<file path="config.mk">
export PLATFORM = sky130hd
export DESIGN_NAME = div_fix
export DESIGN_NICKNAME = d
export VERILOG_FILES = /design/src/rtl/div_fix.sv
export SDC_FILE = /design/constraint.sdc
export NUM_CORES = 1
export LEC_CHECK = 0
export BUFFER_PORTS_ARGS = -buffer_cell sky130_fd_sc_hd__buf_2
export CAP_MARGIN = 10
export CORE_UTILIZATION = 44
export DETAILED_ROUTE_END_ITERATION = 8
export SLEW_MARGIN = 30
export SYNTH_ARGS = -nofsm -noshare
export SYNTH_HDL_FRONTEND = slang
export SYNTH_SLANG_ARGS = --single-unit
</file>
<file path="constraint.sdc">
create_clock -name clk -period 3.1 [get_ports clk]
set_input_delay 0.31 -clock clk [delete_from_list [all_inputs] [get_ports clk]]
set_output_delay 0.31 -clock clk [all_outputs]
set_load 0.005 [all_outputs]
</file>
<file path="src/rtl/div_fix.sv">
// Sequential restoring fixed-point divider: one quotient bit per cycle, valid/ready handshake.
// Optional round-to-nearest (ties away from zero) when DIV_FIX_ROUND_EN is defined.
module div_fix #(
  parameter int WIDTH  = 16,
  parameter int FBITS  = 0,
  parameter int SIGNED = 1
) (
  input  logic             clk,
  input  logic             rst,
  input  logic             in_valid,
  output logic             in_ready,
  input  logic [WIDTH-1:0] x,
  input  logic [WIDTH-1:0] y,
  output logic             out_valid,
  input  logic             out_ready,
  output logic [WIDTH-1:0] q,
  output logic [WIDTH-1:0] r,
  output logic             dbz,
  output logic             ovf,
  output logic             busy
);

  localparam int N  = WIDTH + FBITS;
  localparam int CW = $clog2(N + 1);

  typedef enum logic [1:0] {StIdle, StCalc, StFix, StDone} state_e;

  state_e           state_q, state_d;
  logic [CW-1:0]    cnt_q, cnt_d;
  logic [WIDTH-1:0] acc_q, acc_d;
  logic [N-1:0]     dvd_q, dvd_d;
  logic [WIDTH-1:0] ym_q, ym_d;
  logic             xneg_q, xneg_d;
  logic             sneg_q, sneg_d;
  logic [WIDTH-1:0] q_q, q_d, r_q, r_d;
  logic             dbz_q, dbz_d, ovf_q, ovf_d;

  logic             x_neg, y_neg;
  logic [WIDTH-1:0] x_mag, y_mag;
  logic [WIDTH:0]   trial;
  logic             ge;
  logic [N:0]       qm, lim_u, lim_p, lim_n;
  logic [WIDTH-1:0] rm;

  // |min| = 2^(WIDTH-1) still fits the unsigned magnitude width.
  assign x_neg = (SIGNED != 0) && x[WIDTH-1];
  assign y_neg = (SIGNED != 0) && y[WIDTH-1];
  assign x_mag = x_neg ? -x : x;
  assign y_mag = y_neg ? -y : y;

  // WIDTH+1-bit shift-subtract accumulator: remainder shifted left with the next dividend bit.
  assign trial = {acc_q, dvd_q[N-1]};
  assign ge    = trial >= {1'b0, ym_q};
  assign rm    = acc_q;

  always_comb begin
    state_d   = state_q;
    cnt_d     = cnt_q;
    acc_d     = acc_q;
    dvd_d     = dvd_q;
    ym_d      = ym_q;
    xneg_d    = xneg_q;
    sneg_d    = sneg_q;
    q_d       = q_q;
    r_d       = r_q;
    dbz_d     = dbz_q;
    ovf_d     = ovf_q;
    qm        = {1'b0, dvd_q};
    lim_u     = '0;
    lim_p     = '0;
    lim_n     = '0;
    lim_u[WIDTH-1:0] = '1;
    lim_p[WIDTH-2:0] = '1;
    lim_n[WIDTH-1]   = 1'b1;
    in_ready  = (state_q == StIdle);
    busy      = (state_q == StCalc) || (state_q == StFix);
    out_valid = (state_q == StDone);

    unique case (state_q)
      StIdle: begin
        if (in_valid) begin
          xneg_d = x_neg;
          sneg_d = x_neg ^ y_neg;
          ym_d   = y_mag;
          if (y == '0) begin
            q_d     = '0;
            r_d     = x;
            dbz_d   = 1'b1;
            ovf_d   = 1'b0;
            state_d = StDone;
          end else begin
            dvd_d   = N'(x_mag) << FBITS;
            acc_d   = '0;
            cnt_d   = '0;
            state_d = StCalc;
          end
        end
      end
      StCalc: begin
        acc_d = ge ? WIDTH'(trial - {1'b0, ym_q}) : trial[WIDTH-1:0];
        dvd_d = {dvd_q[N-2:0], ge};
        cnt_d = cnt_q + CW'(1);
        if (cnt_q == CW'(N - 1)) state_d = StFix;
      end
      StFix: begin
`ifdef DIV_FIX_ROUND_EN
        if ({rm, 1'b0} >= {1'b0, ym_q}) qm = qm + {{N{1'b0}}, 1'b1};
`endif
        ovf_d = 1'b0;
        dbz_d = 1'b0;
        if (sneg_q) begin
          if (qm > lim_n) begin
            ovf_d = 1'b1;
            q_d   = lim_n[WIDTH-1:0];
          end else begin
            q_d   = -qm[WIDTH-1:0];
          end
        end else if (SIGNED != 0) begin
          if (qm > lim_p) begin
            ovf_d = 1'b1;
            q_d   = lim_p[WIDTH-1:0];
          end else begin
            q_d   = qm[WIDTH-1:0];
          end
        end else if (qm > lim_u) begin
          ovf_d = 1'b1;
          q_d   = '1;
        end else begin
          q_d   = qm[WIDTH-1:0];
        end
        // Remainder keeps the truncation value and takes the dividend's sign.
        r_d     = xneg_q ? -rm : rm;
        state_d = StDone;
      end
      StDone: begin
        if (out_ready) state_d = StIdle;
      end
      default: state_d = StIdle;
    endcase
  end

  always_ff @(posedge clk) begin
    if (rst) begin
      state_q <= StIdle;
      cnt_q   <= '0;
      acc_q   <= '0;
      dvd_q   <= '0;
      ym_q    <= '0;
      xneg_q  <= 1'b0;
      sneg_q  <= 1'b0;
      q_q     <= '0;
      r_q     <= '0;
      dbz_q   <= 1'b0;
      ovf_q   <= 1'b0;
    end else begin
      state_q <= state_d;
      cnt_q   <= cnt_d;
      acc_q   <= acc_d;
      dvd_q   <= dvd_d;
      ym_q    <= ym_d;
      xneg_q  <= xneg_d;
      sneg_q  <= sneg_d;
      q_q     <= q_d;
      r_q     <= r_d;
      dbz_q   <= dbz_d;
      ovf_q   <= ovf_d;
    end
  end

  assign q   = q_q;
  assign r   = r_q;
  assign dbz = dbz_q;
  assign ovf = ovf_q;

endmodule

</file>
# == After elaboration in Yosys (flattened, before gate mapping) ==
# Cells that the tools add are included.
# totals
ff_bits,91
inputBits,36
out_inout_bits,37
wordCells,75
# classes
add_sub_neg,6
order_cmp,3
eq_ne,9
muxes,36
bitwise_logic,1
n_reduce_logical,9
# op_table
operator,n
$mux 16,15
$pmux 16 s2,4
$neg 16->16,4
$ge 17x16->1,1
$gt 16x15->1 const B,1
$gt 16x16->1 const B,1
$logic_not 16->1,1
$sub 16x16->16,1
$mux 5,2
$pmux 5 s2,1
$reduce_and 3->1,3
$mux 2,4
$pmux 2 s4,1
$mux 1,7
$ne 2x1->1 const B,3
$add 5x1->5 const B,1
$eq 5x4->1 const B,1
$eq 2x2->1 const B,2
$ne 2x2->1 const B,2
$pmux 1 s2,2
$reduce_bool 2->1,2
$eq 2x1->1 const B,1
$logic_not 2->1,1
$reduce_and 2->1,1
other kinds (2),2

# == Logic depth before layout (Yosys ltp) ==
# Gate-level depths: netlist (run 1).
# logic_depth
ltp_word,5
ltp_mapped,11
depth_no_buf,10

# == Least setup slack after synthesis (run 1) ==
# OpenSTA, ideal clock, no wires.
# synth_timing
path_type,register to register
startpoint,register dvd_q[15]
endpoint,register acc_q[14]
setup_ns,0.088
arrival_ns,2.365
path_slack_ns,0.647
stages_incl_launch_ff,12
path_buffers,1
synth_period_minus_slack_ns,2.453
path_cell_list,dfxtp_1 > clkbuf_1 > inv_1 > ha_1 > inv_1 > fa_1 > a21o_1 > a221o_1 > a2111o_1 > o311ai_0 > a21oi_1 > o31ai_1
# synth_between
elab_chain_cells,3
# synth_lines
item,line_no,text
"start, declared",31,"logic [N-1:0] dvd_q, dvd_d;"
"start signal, assigned",159,dvd_q <= dvd_d;
$sub 16x16->16 or $ge 17x16->1 (tied branches),"100, 53",
$mux 16 (*),100,"acc_d = ge ? WIDTH'(trial - {1'b0, ym_q}) : trial[WIDTH-1:0];"
$pmux 16 s2 (*),79,unique case (state_q)
"end signal, assigned",146,acc_q <= '0;
"end signal, assigned",158,acc_q <= acc_d;
"end, declared",30,"logic [WIDTH-1:0] acc_q, acc_d;"
# Every way passes the cells marked *; elsewhere a longest branch is shown, timed or not.
# A chain may end at the register's enable or synchronous reset.

# == Final worst setup path (run 1) ==
# Same ends and word-level chain as after synthesis.

==> impl_metrics.tcl, run 1 <==
set metrics [dict create \
    drive_above_1_share_pct 14.1 \
    layout.nets 893 \
    worst_slew_pin_slew_ns 0.812 \
    cts-resized-gates 0 \
    outcome "complete, no violations" \
    hp-class "in2reg" \
    path_class "reg2reg" \
    regArea_um2 1820 \
    fin_skew_ns 0.00734 \
    synthMostInstantiatedCell "dfxtp_1" \
    cts_hold_buf 0 \
    vias 5922 \
    synth.top_cell.area_share_pct 29.6 \
    powerDensity_nw_per_um2 1050 \
    path_clk_slew_ns 0.07 \
    core_um2 13500 \
    maxCapViolations 0 \
    slew_viol_final 0 \
    cts_sinks 91 \
    syn2layout_area_growth_pct 11.8 \
    crit_required_ns 3.36 \
    fp-row-count 42 \
    total_power_mw 7.22 \
    io_buffers 72 \
    cts-root-buf "clkbuf_16" \
    relSlewSlack_pct 45.7 \
    die_h_um 120 \
    period_needed_ns 2.71 \
    path_cells "inv_1 -> ha_1 -> inv_1 -> fa_1 -> a21o_1 -> a221o_1 -> a2111o_1 -> o311ai_0 -> a21oi_1 -> o31ai_1" \
    h-tree-depth 3 \
    synth.cell_area_um2 6160 \
    fin_tns_setup_ns 0 \
    crit_path_end_kind "register" \
    max_clock_freq_mhz 369 \
    gr-total-overflow 0 \
    synth_nets 855 \
    grt_pass1_vias 5488 \
    cts_inserted_buffers 9 \
    hold_violations 0 \
    yosysSeqAreaShare_pct 29.6 \
    cp_common_cell "inv_1" \
    grtUsageTotal_pct 23.5 \
    synth_edf_count 0 \
    setup_violations 0 \
    io_pins 73 \
    p_leak_nw 2.79 \
    cp-start-kind "register" \
    syn_area_per_cell_um2 7.78 \
    antenna_found_initial 0 \
    arrival_ns 2.97 \
    crit_path_max_fanout 9 \
    fillers 1356 \
    ir_worst_vdd_mv 0.441 \
    drt_wl_total_mm 16.9 \
    grt_first_pass_wirelength_mm 27.0 \
    avgViaCountPerCell 5.86 \
    crit_slowest_cell "fa_1" \
    syn_inst 792 \
    finalCritPeriodShare_pct 87.3 \
    antenna_cells 0 \
    yosys_warnings 0 \
    post-dp-hpwl_mm 12.9 \
    grt_setup_unrepaired "false" \
    synth_ff_type "dfxtp_1" \
    wl_per_cell_um 16.7 \
    ys_ff_latch 91 \
    postCtsSetupRepairBufs 0 \
    synth_top_cell_by_area "dfxtp_1" \
    drtIter0Drc 461 \
    synth.area.top_cells "dfxtp_1 (30%), xor2_1 (5.7%), nand2_1 (5.3%), ha_1 (5.3%), a211oi_1 (4.6%)" \
    detail-route-antenna-nets 0 \
    start_util_pct 45.8 \
    synthDistinctLibCells 73 \
    slowest_delay_ns 0.40 \
    die_x_um 120 \
    globalplace.congestion 0.937 \
    remaining_drc_errors 0 \
    die_area_um2 14500 \
    netlist_top_cells_count "dfxtp_1 (91), nand2_1 (87), nor2_1 (73)" \
    clk_latency_ns 0.35 \
    grt_start_max_net_pins 42 \
    cts_tree "yes" \
    async_flop_share_pct 0 \
    multi_input_comb_area_um2 3990 \
    drtPass1Iterations 5 \
    clockBufferDepth 2 \
]
## final timing paths
kind / from / to / slack, ns / cells after the start
setup / recovery: dvd_q[15]$_SDFFE_PP0P_ / acc_q[14]$_SDFFE_PP0P_ / 0.39 / 10
hold / removal: y[0] / ym_q[0]$_SDFFE_PP0P_ / 0.26 / 3
setup reg to reg: dvd_q[15]$_SDFFE_PP0P_ / acc_q[14]$_SDFFE_PP0P_ / 0.39 / 10
hold reg to reg: cnt_q[4]$_SDFFE_PP0P_ / cnt_q[4]$_SDFFE_PP0P_ / 0.45 / 2
## stage by stage
| stage | setup slack, ns | instance area [µm²] | cells | util (%) | hold slack, ns |
|---|---|---|---|---|---|
| finish | 0.394 | 6890 | 1011 | 51.2 | 0.264 |
| floorplan | 0.647 | 6160 | 792 | - | 0.432 |
| CTS | 0.390 | 6880 | 1011 | 51.1 | 0.245 |
| detailed placement | 0.415 | 6600 | 995 | 49.1 | 0.444 |
| global placement | 0.488 | 6600 | 995 | 49.1 | 0.443 |
| global route | 0.251 | 6890 | 1011 | 51.2 | 0.266 |
## area by class of cell
class	instances	share of cell area (%)
clock buffers	11	3.52
repair buffers	83	6.43
inverters	36	1.96
multi-input cells	609	57.9
flip-flops and latches	91	26.4
well taps	176	3.20
clock inverters	5	0.527
## state kept, by name, summed over array words and instances (netlist names)
name and flops:
ym_q 16, dbz 1, cnt_q 5, r 16, state_q 2, acc_q 16, q 16, xneg_q 1
dvd_q 16, ovf 1, sneg_q 1
## kinds of logic after synthesis
family	synth area share [%]
AOI/OAI and AO/OA	26.3
xor gates and xnor gates	8.67
adders and majority gates	5.60
buffers and inverters	5.95
DFF	29.6
muxes	2.11
and+or+nand+nor	21.8
## placed cells by master, fill, tap and decap left out, types with 5 or more instances in the layout
cell / instances
buf_4: 11
nand2b_1: 7
a21o_1: 5
or2_2: 6
nand2_1: 87
clkbuf_16: 9
nor2b_1: 11
o41ai_1: 12
dfxtp_1: 91
mux2i_1: 13
nor3_1: 16
nand4_1: 11
o211ai_1: 13
ha_1: 26
or3_1: 6
inv_1: 36
o31ai_1: 15
a211oi_1: 38
a22o_1: 11
xor2_1: 40
xnor2_1: 21
a21oi_1: 56
o21ai_0: 40
o311ai_1: 5
nand3_1: 15
nor2_1: 73
or4_1: 7
nand4b_1: 5
buf_2: 72
## layer usage
layer  GRT usage [%]  wire [µm]  vias up  share of wire (%)
li1                -          -     2941                  -
met1            29.7       7590     2821                 45
met2            39.5       8130      133                 48
met3            4.39        673       27                4.0
met4            9.41        483        0                2.9
met5               0          0        -                  0
## worst max-delay path: cells and delay by family (launching register included)
family,cells,cell delay [ns]
adders and majority gates,2,0.59
AOI/OAI and AO/OA,6,1.40
DFF,1,0.39
buffers and inverters,2,0.22
## power by group
group / internal [mW] / total (mW) / leakage [nW] / switching [mW]
Combinational: 1.68 / 4.37 / 1.92 / 2.69
Sequential: 1.43 / 1.80 / 0.741 / 0.363
Clock: 0.567 / 1.05 / 0.128 / 0.488
Total: 3.68 / 7.22 / 2.79 / 3.54
(Power assumes the default switching activity.)
==> run 2, diff against run 1 <==
--- a/config.mk
+++ b/config.mk
@@ -9,6 +9,7 @@
 export CAP_MARGIN = 10
 export CORE_UTILIZATION = 44
 export DETAILED_ROUTE_END_ITERATION = 8
+export GPL_TIMING_DRIVEN = 0
 export SLEW_MARGIN = 30
 export SYNTH_ARGS = -nofsm -noshare
 export SYNTH_HDL_FRONTEND = slang
==> impl_metrics.tcl, run 2 (synthesized netlist as in run 1, its figures left out) <==
set metrics [dict create \
    crit_required_ns 3.35 \
    cts_sinks 91 \
    layout.nets 936 \
    crit_path_end_kind "register" \
    remaining_drc_errors 0 \
    antenna_found_initial 0 \
    hp-class "in2reg" \
    grt_pass1_vias 5828 \
    mostFrequentLayoutCell "dfxtp_1" \
    slew_viol_final 0 \
    grt_first_pass_wirelength_mm 29.8 \
    post-dp-hpwl_mm 14.6 \
    crit_path_max_fanout 9 \
    path_clk_slew_ns 0.07 \
    path_cells "clkbuf_1 -> inv_1 -> ha_1 -> nor2b_1 -> o31ai_1 -> a211o_1 -> a211oi_2 -> nor2_1 -> o311ai_1" \
    drt_wl_total_mm 18.5 \
    finalCritPeriodShare_pct 93.7 \
    ir_worst_vdd_mv 0.602 \
    grt_setup_unrepaired "false" \
    die_h_um 120 \
    clk_latency_ns 0.35 \
    cts_inserted_buffers 9 \
    io_buffers 70 \
    gr-total-overflow 0 \
    wl_per_cell_um 17.5 \
    fp-row-count 42 \
    max_clock_freq_mhz 344 \
    total_power_mw 7.39 \
    mostFrequentLayoutCells "dfxtp_1 (91), nand2_1 (87), buf_2 (75)" \
    arrival_ns 3.15 \
    worst_slew_pin_slew_ns 0.791 \
    start_util_pct 45.8 \
    clockBufferDepth 2 \
    fin_tns_setup_ns 0 \
    slowest_delay_ns 0.52 \
    syn2layout_area_growth_pct 13.9 \
    powerDensity_nw_per_um2 1050 \
    grtUsageTotal_pct 26.2 \
    fin_skew_ns 0.00817 \
    postCtsSetupRepairBufs 0 \
    path_class "reg2reg" \
    die_x_um 120 \
    h-tree-depth 3 \
    maxCapViolations 0 \
    die_area_um2 14500 \
    setup_violations 0 \
    dp_cells 1038 \
    globalplace.congestion 0.892 \
    drive_above_1_share_pct 13.0 \
    period_needed_ns 2.91 \
    io_pins 73 \
    detail-route-antenna-nets 0 \
    drtPass1Iterations 6 \
    relSlewSlack_pct 47.1 \
    cp-start-kind "register" \
    avgViaCountPerCell 5.86 \
    cts-root-buf "clkbuf_16" \
    hold_violations 0 \
    outcome "complete, no violations" \
    vias 6180 \
    drtIter0Drc 730 \
    fin_cells 1054 \
    cts_tree "yes" \
    p_leak_nw 2.83 \
    core_um2 13500 \
    antenna_cells 0 \
    grt_start_max_net_pins 18 \
    crit_slowest_cell "a211oi_2" \
]
## run 2: cell types whose count changed in the layout (fill, tap and decap cells not counted), moves of 2 or more
cell        change
inv_6           +2
clkbuf_1       +45
buf_2           +3
buf_6           +2
buf_1           +2
buf_4          -11
clkinvlp_4      -2
## run 2: repair_timing
action,CTS,global route
setup endpoints to repair,0,4
hold buffers,0,0
gates resized for setup,0,3
## run 2: where the power goes
part / internal, mW / switching, mW
logic: 1.70 / 2.91
registers: 1.43 / 0.285
clock network: 0.558 / 0.511
## run 2: per-layer routing
| metal | vias to the layer above | global-route usage (%) | part of all wire, % |
|---|---|---|---|
| li1 | 3039 | - | - |
| met1 | 2916 | 33.9 | 45 |
| met3 | 23 | 4.10 | 5.0 |
| met4 | 0 | 10.4 | 2.7 |
| met2 | 202 | 43.4 | 47 |
| met5 | - | 0 | 0 |
## run 2: worst paths after layout
check | from | to | slack, ns | depth (start not counted)
max reg2reg | dvd_q[15]$_SDFFE_PP0P_ | acc_q[5]$_SDFFE_PP0P_ | 0.19 | 9
max | dvd_q[15]$_SDFFE_PP0P_ | acc_q[5]$_SDFFE_PP0P_ | 0.19 | 9
min reg2reg | q[4]$_SDFFE_PP0P_ | q[4]$_SDFFE_PP0P_ | 0.45 | 2
min | y[0] | ym_q[0]$_SDFFE_PP0P_ | 0.25 | 3
## run 2: area by class of cell
class                   count  area, µm²
clock inverters             7       58.8
multi-input cells         609       3980
flip-flops and latches     91       1820
well taps                 176        220
repair buffers             70        350
fillers                  1366       6430
plain buffers              56        233
inverters                  36        135
clock buffers               9        225
## run 2: per-stage QoR
step                instance area (µm²)  setup slack [ns]  utilization [%]  hold WS, ns
finish                             7020             0.194             52.2        0.253
CTS                                7020             0.226             52.2        0.240
global placement                   6730             0.277             50.1        0.443
floorplan                          6160             0.647                -        0.432
global route                       7020            0.0159             52.2        0.263
detailed placement                 6730             0.251             50.1        0.450
## run 2: critical path: cells and delay by family (launching register included)
family | cells | cell delay (ns)
flip-flops | 1 | 0.31
adder cells (fa/ha/maj) | 1 | 0.25
buffers and inverters | 2 | 0.46
AND/OR/NAND/NOR | 2 | 0.43
AO/OA/AOI/OAI | 4 | 1.36
==> run 3, diff against run 2 <==
--- a/config.mk
+++ b/config.mk
@@ -5,12 +5,13 @@
 export SDC_FILE = /design/constraint.sdc
 export NUM_CORES = 1
 export LEC_CHECK = 0
+export ABC_AREA = 1
 export BUFFER_PORTS_ARGS = -buffer_cell sky130_fd_sc_hd__buf_2
 export CAP_MARGIN = 10
 export CORE_UTILIZATION = 44
 export DETAILED_ROUTE_END_ITERATION = 8
 export GPL_TIMING_DRIVEN = 0
-export SLEW_MARGIN = 30
+export SLEW_MARGIN = 20
 export SYNTH_ARGS = -nofsm -noshare
 export SYNTH_HDL_FRONTEND = slang
 export SYNTH_SLANG_ARGS = --single-unit
==> constraint.sdc (replaced) <==
create_clock -name clk -period 3.1 [get_ports clk]
set_input_delay 0.31 -clock clk [delete_from_list [all_inputs] [get_ports clk]]
set_output_delay 0.31 -clock clk [all_outputs]
set_load 0.05 [all_outputs]
==> impl_metrics.tcl, run 3 <==
set metrics [dict create \
    cts-root-buf "clkbuf_16" \
    period_needed_ns 2.81 \
    cp_top_family "buffers and inverters" \
    synthDistinctLibCells 46 \
    path_cells "clkbuf_1 -> inv_1 -> ha_1 -> inv_1 -> fa_1 -> nand3_1 -> nand3_1 -> a21oi_1 -> xor2_1 -> nand2_2 -> nand3_1 -> a21oi_2" \
    slowest_delay_ns 0.46 \
    grt_pass1_vias 6017 \
    globalplace.congestion 0.916 \
    hold_violations 0 \
    mostFrequentLayoutCell "nand2_1" \
    arrival_ns 3.03 \
    grtUsageTotal_pct 27.3 \
    total_power_mw 7.17 \
    layout.nets 1189 \
    detail-route-antenna-nets 0 \
    fin_skew_ns 0.00805 \
    p_leak_nw 3.53 \
    syn_inst 1046 \
    io_buffers 70 \
    vias 6986 \
    wl_per_cell_um 15.5 \
    fillers 1593 \
    yosys_warnings 0 \
    clk_latency_ns 0.35 \
    mostFrequentLayoutCells "nand2_1 (251), inv_1 (136), nand3_1 (108)" \
    cp_common_cell "nand3_1" \
    cts_sinks 91 \
    crit_required_ns 3.32 \
    met3WireLength_mm 1.33 \
    synthMostInstantiatedCell "nand2_1" \
    remaining_drc_errors 0 \
    syn2layout_area_growth_pct 13.3 \
    synth.cell_area_um2 6550 \
    synth_edf_count 0 \
    max_clock_freq_mhz 356 \
    die_area_um2 15400 \
    met2_length_mm 8.31 \
    fin_tns_setup_ns 0 \
    drt_wl_total_mm 20.3 \
    drive_above_1_share_pct 12.6 \
    relSlewSlack_pct 51.3 \
    antenna_cells 0 \
    synth_top_cell_by_area "dfxtp_1" \
    drtPass1Iterations 5 \
    slew_viol_final 0 \
    start_util_pct 45.1 \
    gr-total-overflow 0 \
    cts_hold_buf 0 \
    ys_ff_latch 91 \
    fin_cells 1315 \
    syn_area_per_cell_um2 6.27 \
    async_flop_share_pct 0 \
    cp-start-kind "register" \
    path_buf_inv 3 \
    maxCapViolations 0 \
    dp_cells 1300 \
    met1_length_mm 10.4 \
    grt_first_pass_wirelength_mm 32.0 \
    outcome "complete, no violations" \
    die_x_um 124 \
    synth_ff_type "dfxtp_1" \
    path_class "reg2reg" \
    h-tree-depth 3 \
    synth_nets 1109 \
    cts_inserted_buffers 9 \
    powerDensity_nw_per_um2 966 \
    cts_tree "yes" \
    path_clk_slew_ns 0.07 \
    fp-row-count 44 \
    yosysSeqAreaShare_pct 27.8 \
    crit_path_end_kind "register" \
    antenna_found_initial 0 \
    io_pins 73 \
    core_um2 14500 \
    crit_path_max_fanout 11 \
    setup_violations 0 \
    hp-class "in2reg" \
    die_h_um 124 \
    top_layer "met4" \
    avgViaCountPerCell 5.31 \
    grt_start_max_net_pins 15 \
    netlist_top_cells_count "nand2_1 (251), inv_1 (136), nand3_1 (108)" \
    synth.top_cell.area_share_pct 27.8 \
    worst_slew_pin_slew_ns 0.730 \
    crit_slowest_cell "fa_1" \
    post-dp-hpwl_mm 16.2 \
    grt_setup_unrepaired "false" \
    ir_worst_vdd_mv 0.523 \
    clockBufferDepth 2 \
    drtIter0Drc 523 \
    finalCritPeriodShare_pct 90.5 \
    synth.area.top_cells "dfxtp_1 (28%), nand2_1 (14%), nand3_1 (8.2%), inv_1 (7.8%), a21oi_1 (7.3%)" \
]
## run 3: cell types whose count changed in the layout (fill, tap and decap cells not counted), sizes merged, moves of 24 or more
cell and change:
a21oi +42, nor2 +24, inv +103, a211oi -38, nand3 +97, nand2 +175
## run 3: cell families (layout without fill, tap and decap cells)
logic type | Yosys count | count (layout) | share of synthesized area [%]
AOI/OAI and AO/OA | 195 | 195 | 16.1
buffers and inverters | 186 | 271 | 11.7
xor gates and xnor gates | 28 | 28 | 3.74
adders and majority gates | 27 | 27 | 5.27
DFF | 91 | 91 | 27.8
and+or+nand+nor | 519 | 519 | 35.4
## run 3: metal layers
metal,global-route usage (%),vias up
met5,0,-
met3,4.49,18
met2,40.2,217
met1,41.3,3177
li1,-,3574
met4,5.65,0
## run 3: what timing repair did
action                                  4_1_cts  5_1_grt
endpoints found under the setup margin        0        3
resized for setup                             0        0
setup buffers                                 0        0
## run 3: area by class of cell
cell class | instances | area [µm²] | area share (%)
Tap cell | 184 | 230 | 3.10
Inverter | 145 | 547 | 7.36
Clock inverter | 5 | 52.6 | 0.708
Clock buffer | 11 | 243 | 3.27
Timing Repair Buffer | 70 | 350 | 4.72
Sequential cell | 91 | 1820 | 24.5
Multi-Input combinational cell | 769 | 3960 | 53.4
Buffer | 40 | 219 | 2.95
## run 3: worst register-to-register path: stages, from the launching register on
cell,delay (ns)
dfxtp_1,0.30
clkbuf_1,0.21
inv_1,0.40
ha_1,0.22
inv_1,0.08
fa_1,0.46
nand3_1,0.10
nand3_1,0.19
a21oi_1,0.24
xor2_1,0.27
nand2_2,0.06
nand3_1,0.09
a21oi_2,0.05
## run 3: final timing paths
check	from	cells past startpoint	slack, ns	to
min reg2reg	q[2]$_SDFFE_PP0P_	2	0.46	q[2]$_SDFFE_PP0P_
max reg2reg	dvd_q[15]$_SDFFE_PP0P_	12	0.29	acc_q[8]$_SDFFE_PP0P_
min	x[1]	3	0.25	r[1]$_SDFFE_PP0P_
max	dvd_q[15]$_SDFFE_PP0P_	12	0.29	acc_q[8]$_SDFFE_PP0P_
## run 3: per-stage QoR
step                      setup slack, ns  area, µm²  hold WS, ns  util, %
after floorplan                     0.795       6550        0.457        -
after global routing               0.0738       7430        0.237     51.1
after global placement              0.144       7130        0.450     49.1
final                               0.294       7430        0.248     51.1
after detailed placement            0.135       7130        0.453     49.1
after CTS                           0.117       7430        0.239     51.1
## run 3: power by group
part | leakage, nW | internal [mW] | switching, mW
clock network | 0.145 | 0.644 | 0.481
registers | 0.741 | 1.42 | 0.230
logic | 2.64 | 1.38 | 3.02
total | 3.53 | 3.44 | 3.73
